File: src/rtl/univ_shift_reg_pkg.sv
// univ_shift_reg_pkg: mode encodings and per-bit next-value selection for the universal shift register
package univ_shift_reg_pkg;
  localparam int MODE_W = 3;
  localparam logic [MODE_W-1:0] MODE_HOLD = 3'd0;
  localparam logic [MODE_W-1:0] MODE_LOAD = 3'd1;
  localparam logic [MODE_W-1:0] MODE_SHL  = 3'd2;
  localparam logic [MODE_W-1:0] MODE_SHR  = 3'd3;
  localparam logic [MODE_W-1:0] MODE_ROL  = 3'd4;
  localparam logic [MODE_W-1:0] MODE_ROR  = 3'd5;
  localparam logic [MODE_W-1:0] MODE_ASR  = 3'd6;
  localparam logic [MODE_W-1:0] MODE_CLR  = 3'd7;

  // Neighbour taps are resolved by the caller, so edge bits and WIDTH=1 need no special cases here.
  function automatic logic next_bit(input logic [MODE_W-1:0] mode, input logic cur, ld, shl, shr, rol, ror, asr);
    case (mode)
      MODE_HOLD: next_bit = cur;
      MODE_LOAD: next_bit = ld;
      MODE_SHL:  next_bit = shl;
      MODE_SHR:  next_bit = shr;
      MODE_ROL:  next_bit = rol;
      MODE_ROR:  next_bit = ror;
      MODE_ASR:  next_bit = asr;
      default:   next_bit = 1'b0;
    endcase
  endfunction
endpackage

File: src/rtl/univ_shift_reg_if.sv
// univ_shift_reg_if: control, data and output bundle of the universal shift register
interface univ_shift_reg_if
  import univ_shift_reg_pkg::*;
#(parameter int WIDTH = 8);
  logic              en;
  logic [MODE_W-1:0] mode;
  logic [WIDTH-1:0]  d;
  logic              sin_l;
  logic              sin_r;
  logic [WIDTH-1:0]  q;
  logic [WIDTH-1:0]  q_bar;
  logic              so_msb;
  logic              so_lsb;
  modport master (output en, mode, d, sin_l, sin_r, input q, q_bar, so_msb, so_lsb);
  modport slave  (input en, mode, d, sin_l, sin_r, output q, q_bar, so_msb, so_lsb);
endinterface

File: src/rtl/univ_shift_reg_d_ff_en.sv
// d_ff_en: one-bit enabled D flip-flop with asynchronous active-low reset to rst_val
module d_ff_en (
  input  logic clk,
  input  logic rst,
  input  logic en,
  input  logic rst_val,
  input  logic d,
  output logic q,
  output logic q_bar
);
  logic q_q;
  always_ff @(posedge clk or negedge rst)
    if (!rst) q_q <= rst_val;
    else if (en) q_q <= d;
  assign q     = q_q;
  assign q_bar = ~q_q;
endmodule

File: src/rtl/univ_shift_reg.sv
// univ_shift_reg: mode-selected hold/load/shift/rotate/asr/clear register built from d_ff_en slices
module univ_shift_reg
  import univ_shift_reg_pkg::*;
#(
  parameter int               WIDTH       = 8,
  parameter logic [WIDTH-1:0] RESET_VALUE = {WIDTH{1'b0}}
) (
  input logic clk,
  input logic rst,
  univ_shift_reg_if.slave bus
);
  logic [WIDTH-1:0] q_q, qb, nxt_d;

  for (genvar i = 0; i < WIDTH; i++) begin : g_bit
    logic lo_shl, lo_rol, hi_shr, hi_ror, hi_asr;
    if (i == 0) begin : g_lsb
      assign lo_shl = bus.sin_l;
      assign lo_rol = q_q[WIDTH-1];
    end else begin : g_lo
      assign lo_shl = q_q[i-1];
      assign lo_rol = q_q[i-1];
    end
    // Top slice: SHR takes sin_r, ROR wraps bit 0, ASR keeps the sign (WIDTH=1 thus holds on ROR/ASR).
    if (i == WIDTH-1) begin : g_msb
      assign hi_shr = bus.sin_r;
      assign hi_ror = q_q[0];
      assign hi_asr = q_q[i];
    end else begin : g_hi
      assign hi_shr = q_q[i+1];
      assign hi_ror = q_q[i+1];
      assign hi_asr = q_q[i+1];
    end
    assign nxt_d[i] = next_bit(bus.mode, q_q[i], bus.d[i], lo_shl, hi_shr, lo_rol, hi_ror, hi_asr);
    d_ff_en u_ff (
      .clk(clk), .rst(rst), .en(bus.en), .rst_val(RESET_VALUE[i]),
      .d(nxt_d[i]), .q(q_q[i]), .q_bar(qb[i])
    );
  end

  assign bus.q      = q_q;
  assign bus.q_bar  = qb;
  assign bus.so_msb = q_q[WIDTH-1];
  assign bus.so_lsb = q_q[0];
endmodule

File: src/flat_wrapper.sv
// flat-port wrapper written by rule: the top's interface ports become plain ports
module univ_shift_reg_flat import univ_shift_reg_pkg::*;
#(
  parameter int               WIDTH       = 8,
  parameter logic [WIDTH-1:0] RESET_VALUE = {WIDTH{1'b0}}
)
  (clk, rst, bus_en, bus_mode, bus_d, bus_sin_l, bus_sin_r, bus_q, bus_q_bar, bus_so_msb, bus_so_lsb);
  univ_shift_reg_if #(.WIDTH(WIDTH)) bus_i ();
  input logic clk;
  input logic rst;
  input wire logic [$bits(bus_i.en)-1:0] bus_en;
  input wire logic [$bits(bus_i.mode)-1:0] bus_mode;
  input wire logic [$bits(bus_i.d)-1:0] bus_d;
  input wire logic [$bits(bus_i.sin_l)-1:0] bus_sin_l;
  input wire logic [$bits(bus_i.sin_r)-1:0] bus_sin_r;
  output wire logic [$bits(bus_i.q)-1:0] bus_q;
  output wire logic [$bits(bus_i.q_bar)-1:0] bus_q_bar;
  output wire logic [$bits(bus_i.so_msb)-1:0] bus_so_msb;
  output wire logic [$bits(bus_i.so_lsb)-1:0] bus_so_lsb;
  assign bus_i.en = bus_en;
  assign bus_i.mode = bus_mode;
  assign bus_i.d = bus_d;
  assign bus_i.sin_l = bus_sin_l;
  assign bus_i.sin_r = bus_sin_r;
  assign bus_q = bus_i.q;
  assign bus_q_bar = bus_i.q_bar;
  assign bus_so_msb = bus_i.so_msb;
  assign bus_so_lsb = bus_i.so_lsb;
  univ_shift_reg #(.WIDTH(WIDTH), .RESET_VALUE(RESET_VALUE)) u_core (.clk(clk), .rst(rst), .bus(bus_i));
endmodule
File: config.mk
export PLATFORM = sky130hd
export DESIGN_NAME = univ_shift_reg_flat
export DESIGN_NICKNAME = d
export VERILOG_FILES = /design/src/rtl/univ_shift_reg_pkg.sv /design/src/rtl/univ_shift_reg_if.sv /design/src/rtl/univ_shift_reg_d_ff_en.sv /design/src/rtl/univ_shift_reg.sv /design/src/flat_wrapper.sv
export SDC_FILE = /design/constraint.sdc
export NUM_CORES = 1
export LEC_CHECK = 0
export CAP_MARGIN = 5
export CORE_MARGIN = 8
export CORE_UTILIZATION = 36
export CTS_BUF_LIST = sky130_fd_sc_hd__clkbuf_8 sky130_fd_sc_hd__clkbuf_16
export CTS_CLUSTER_DIAMETER = 200
export CTS_CLUSTER_SIZE = 16
export DETAILED_ROUTE_END_ITERATION = 16
export PLACE_DENSITY = 0.79
export SLEW_MARGIN = 30
export SYNTH_ARGS = -nofsm -noshare
export SYNTH_HDL_FRONTEND = slang
export SYNTH_SLANG_ARGS = --single-unit
File: constraint.sdc
create_clock -name clk -period 1.56 [get_ports clk]
set_input_delay 0.468 -clock clk [delete_from_list [all_inputs] [get_ports clk]]
set_output_delay 0.468 -clock clk [all_outputs]
set_load 0.05 [all_outputs]
Word level (Yosys, flattened, before mapping)
Index checks and enable logic that the tools add are counted.
{ "totals": {"register_bits": 8, "output_inout_bits": 18, "elab_cells": 38} }
{ "classes": {"n_eq_ne": 6, "mux": 8, "bitwise_logic": 10, "reduce_logical": 6} }
{ "op_table": {"columns": ["operator", "count"], "rows": [
  ["$pmux 1 s4", 6],
  ["$not 1->1", 10],
  ["$pmux 1 s5", 2],
  ["$eq 3x3->1 const B", 3],
  ["$eq 3x2->1 const B", 2],
  ["$reduce_and 2->1", 2],
  ["$reduce_or 2->1", 2],
  ["$eq 3x1->1 const B", 1],
  ["$logic_not 3->1", 1],
  ["$reduce_or 3->1", 1]
]} }

Depth between registers and ports, before layout
{ "logic_depth": {"ltp_word": 4, "mapped_depth": 5} }

Worst setup path before layout
Ideal clock, no wire load.
{ "synth_path": {"path_kind": "flip-flop to output port", "start": "register u_core.g_bit[7].u_ff.q_q", "end": "output port bus_q[7]", "arrival_time_ns": 0.980, "required_ns": 1.092, "path_slack_ns": 0.112, "path_stages_with_launch": 2, "path_buffers": 1, "cell_sequence": "dfrtp_1 -> buf_4"} }
{ "synth_lines": {"columns": ["item", "line_no", "rtl"], "rows": [
  ["start, declared", "univ_shift_reg_d_ff_en.sv:11", "logic q_q;"],
  ["start signal, assigned", "univ_shift_reg_d_ff_en.sv:13", "if (!rst) q_q <= rst_val;"],
  ["end, declared", "flat_wrapper.sv:16", "output wire logic [$bits(bus_i.q)-1:0] bus_q;"]
]} }
No word-level cell between the ends.

Worst setup path after layout
{ "layout_path": {"start": "register u_core.g_bit[0].u_ff.q_q", "end": "output port bus_q_bar[0]"} }
{ "layout_between": {"elab_chain_len": 1} }
{ "layout_rtl": {"columns": ["item", "line_no", "rtl"], "rows": [
  ["start, declared", "univ_shift_reg_d_ff_en.sv:11", null],
  ["start signal, assigned", "univ_shift_reg_d_ff_en.sv:13", null],
  ["$not 1->1", "univ_shift_reg_d_ff_en.sv:16", "assign q_bar = ~q_q;"],
  ["end, declared", "flat_wrapper.sv:17", "output wire logic [$bits(bus_i.q_bar)-1:0] bus_q_bar;"]
]} }
No other way between the ends.

==> summary.md <==
| Metric | Value |
|---|---|
| Final Slew Violations | `0` |
| Fin crit share | `0.9696` |
| Critical path's largest stage delay | `0.52 ns` |
| Mean Syn Cell Area | `9.509 µm²` |
| WL met3 | `146 µm` |
| Status | `completed` |
| Seq cells post-synth | `8` |
| RSZ-0062 raised after global routing | `false` |
| Synth Cell Area | `855.8 µm²` |
| Worst slew pin tran | `0.3647 ns` |
| Global-route wire length before repair | `4.043 mm` |
| Final Wtd Congestion | `0.7807` |
| Vias after detailed routing | `784` |
| Async SR Flop Fraction | `1.000` |
| Final Setup Violations | `0` |
| Die width | `64.76 µm` |
| Largest net degree at the start of global routing | `10` |
| P_int | `0.0008060 W` |
| Max reg flops | `8` |
| Highest metal used | `met4` |
| Drc violations | `0` |
| Hold Crit Class | `primary input to asynchronous set/reset pin` |
| Share of post-route cells with drive strength above 1 | `0.4622` |
| Die Span Y | `64.76 µm` |
| Syn Inst Count | `90` |
| Routed length on met2 | `1.275 mm` |
| GRT Overall Usage | `0.1203` |
| Core ar. | `0.002233 mm²` |
| Main flop type after synthesis | `dfrtp_1` |
| Min Tclk post-route | `1.513 ns` |
| Clock-pin slew on the worst setup and hold paths | `0.04 ns` |
| Routed WL | `2.514 mm` |
| Root Driver | `clkbuf_8` |
| Vias in the first global route | `841` |
| Layout overhead on the synthesized area | `69.88%` |
| Buf/Inv on CP | `2` |
| CP Capture Type | `primary output` |
| TritonCTS buffer count | `3` |
| WS Path Type | `flop to primary output` |
| Post-synth EDFFs | `0` |
| I/O Buffers | `33` |
| Yosys cell types | `26` |
| Seq/Total Area, Yosys | `0.2339` |
| Critical path peak fanout | `6` |
| M1 WL | `1.027 mm` |
| Clock Skew | `0.005040 ns` |
| Diode count | `0` |
| CP cell instances | `inv_1, buf_12` |
| Power Density | `939.2 mW/mm²` |
| Site Rows | `17` |
| Post-Route Utilization | `0.6510` |
| Routed Antenna Nets | `0` |
| Clock Path Buffers | `2` |
| Via/cell ratio | `5.333` |
| H-tree depth | `1` |
| Slowest CP cell | `dfrtp_1` |
| Die Area | `0.004193 mm²` |
| Worst VDD drop | `0.5486 mV` |
| Top delay family on crit path | `flip-flops` |
| Lkg Pwr | `0.6365 nW` |
| Switch Pwr | `0.0005594 W` |
| Clock power share | `0.185` |
| Reg-to-reg setup timing slack | `0.27 ns` |
| Mapped Nets | `106` |
| MaxCap Viol Count | `0` |
| Worst Path Required | `1.09 ns` |
| DR WL/cell | `17.10 µm` |
| Total power | `0.001365 W` |
| Fmax | `661.1 MHz` |
| Comb power frac | `0.589` |
| Final hold viol count | `0` |
| Final-stage net count | `137` |
| Flop pwr share | `0.226` |
| YS warnings | `0` |
| Antenna violations before repair | `0` |
| Hpwl dp | `1.799 mm` |
| Sink Count | `8` |
| Final global-route overflow total | `0` |
| I/O pins | `34` |
| Iteration-0 DRC count of the detailed router | `16` |
| TritonRoute pass-1 iters | `4` |
| Rel. slew slack | `0.7561` |
| Initial Util | `0.3832` |
| Skew-Pair Late Insertion Delay | `0.23 ns` |
| Min Hold Slack | `0.5173 ns` |
| WP data arrival | `1.04 ns` |
| CP startpoint kind | `flop` |
| TritonCTS clock tree | `built` |
| Switching share of power | `0.4097` |
[path summary, 6_finish.rpt]
path | start | to | depth (start not counted)
setup / recovery | u_core.g_bit[0].u_ff.q | bus_q_bar[0] | 2
hold / removal | rst | u_core.g_bit[3].u_ff.q | 1
setup reg to reg | u_core.g_bit[1].u_ff.q | u_core.g_bit[0].u_ff.q | 3
hold reg to reg | u_core.g_bit[6].u_ff.q | u_core.g_bit[6].u_ff.q | 2
max in group asynchronous | rst | u_core.g_bit[7].u_ff.q | 1
min in group clk | u_core.g_bit[6].u_ff.q | u_core.g_bit[6].u_ff.q | 2
[placed cells by master, fill, tap and decap left out, types with 3 or more instances in the layout]
cell type and count:
o21ai_1 6, dlygate4sd2_1 3, inv_1 9, clkbuf_8 3, a221oi_2 4, and4b_1 6, buf_4 9, nand2_1 7
dfrtp_1 7, buf_12 19, buf_6 5, mux2_2 6, clkdlybuf4s50_1 12
[metal layers]
metal / vias up / GRT usage
li1: 373 / -
met1: 361 / 0.1280
met2: 40 / 0.2161
met3: 10 / 0.03780
met4: 0 / 0.04632
met5: - / 0
[power groups by stage]
stage	clock, W	sequential (W)	combinational [W]
2_1_floorplan	0	0.000302	0.000440
3_3_place_gp	0	0.000306	0.000734
3_5_place_dp	0	0.000307	0.000750
4_1_cts	0.000254	0.000307	0.000805
5_1_grt	0.000262	0.000316	0.000835
6_report	0.000253	0.000309	0.000804
[area by class of cell]
class | count | area, µm²
clock buffers | 3 | 41.29
fillers | 179 | 779.5
inverters | 9 | 33.78
flip-flops and latches | 8 | 201.4
multi-input cells | 51 | 491.7
repair buffers | 48 | 650.6
well taps | 28 | 35.03
[Yosys cell counts (all sizes together) (2+ instances only)]
cell type | n | share of area
and4b | 6 | 0.070
dfrtp | 8 | 0.23
nand2 | 7 | 0.031
nand3 | 2 | 0.018
o31ai | 2 | 0.034
o21ai | 6 | 0.035
buf | 21 | 0.21
inv | 9 | 0.039
a221oi | 7 | 0.072
mux2 | 7 | 0.092
nand3b | 2 | 0.018
mux2i | 3 | 0.035
[per-stage QoR]
stage	worst slack, ns	instances	setup TNS [ns]	cell area (µm²)
after floorplan	0.1116	90	0	855.8
after global placement	-0.3416	140	-2.611	1304
after detailed placement	-0.4209	140	-3.014	1304
after CTS	0.03627	147	0	1454
after global routing	0.003596	147	0	1454
final	0.04736	147	0	1454
[what timing repair did]
item | CTS | global route
hold buffers | 0 | 0
setup buffers | 3 | 0
endpoints found under the hold margin | 0 | 0
setup endpoints to repair | 9 | 0
resized for setup | 17 | 0
[kinds of logic (layout without fill, tap and decap cells)]
| family | after synthesis | in the layout | share of synthesized area |
|---|---|---|---|
| buffers and inverters | 31 | 60 | 0.2500 |
| AND/OR/NAND/NOR | 22 | 22 | 0.1769 |
| AO/OA/AOI/OAI | 18 | 18 | 0.1798 |
| multiplexers | 10 | 10 | 0.1272 |
| flip-flops | 8 | 8 | 0.2339 |
| XOR/XNOR | 1 | 1 | 0.03217 |
Power figures use the tool's default switching activity.
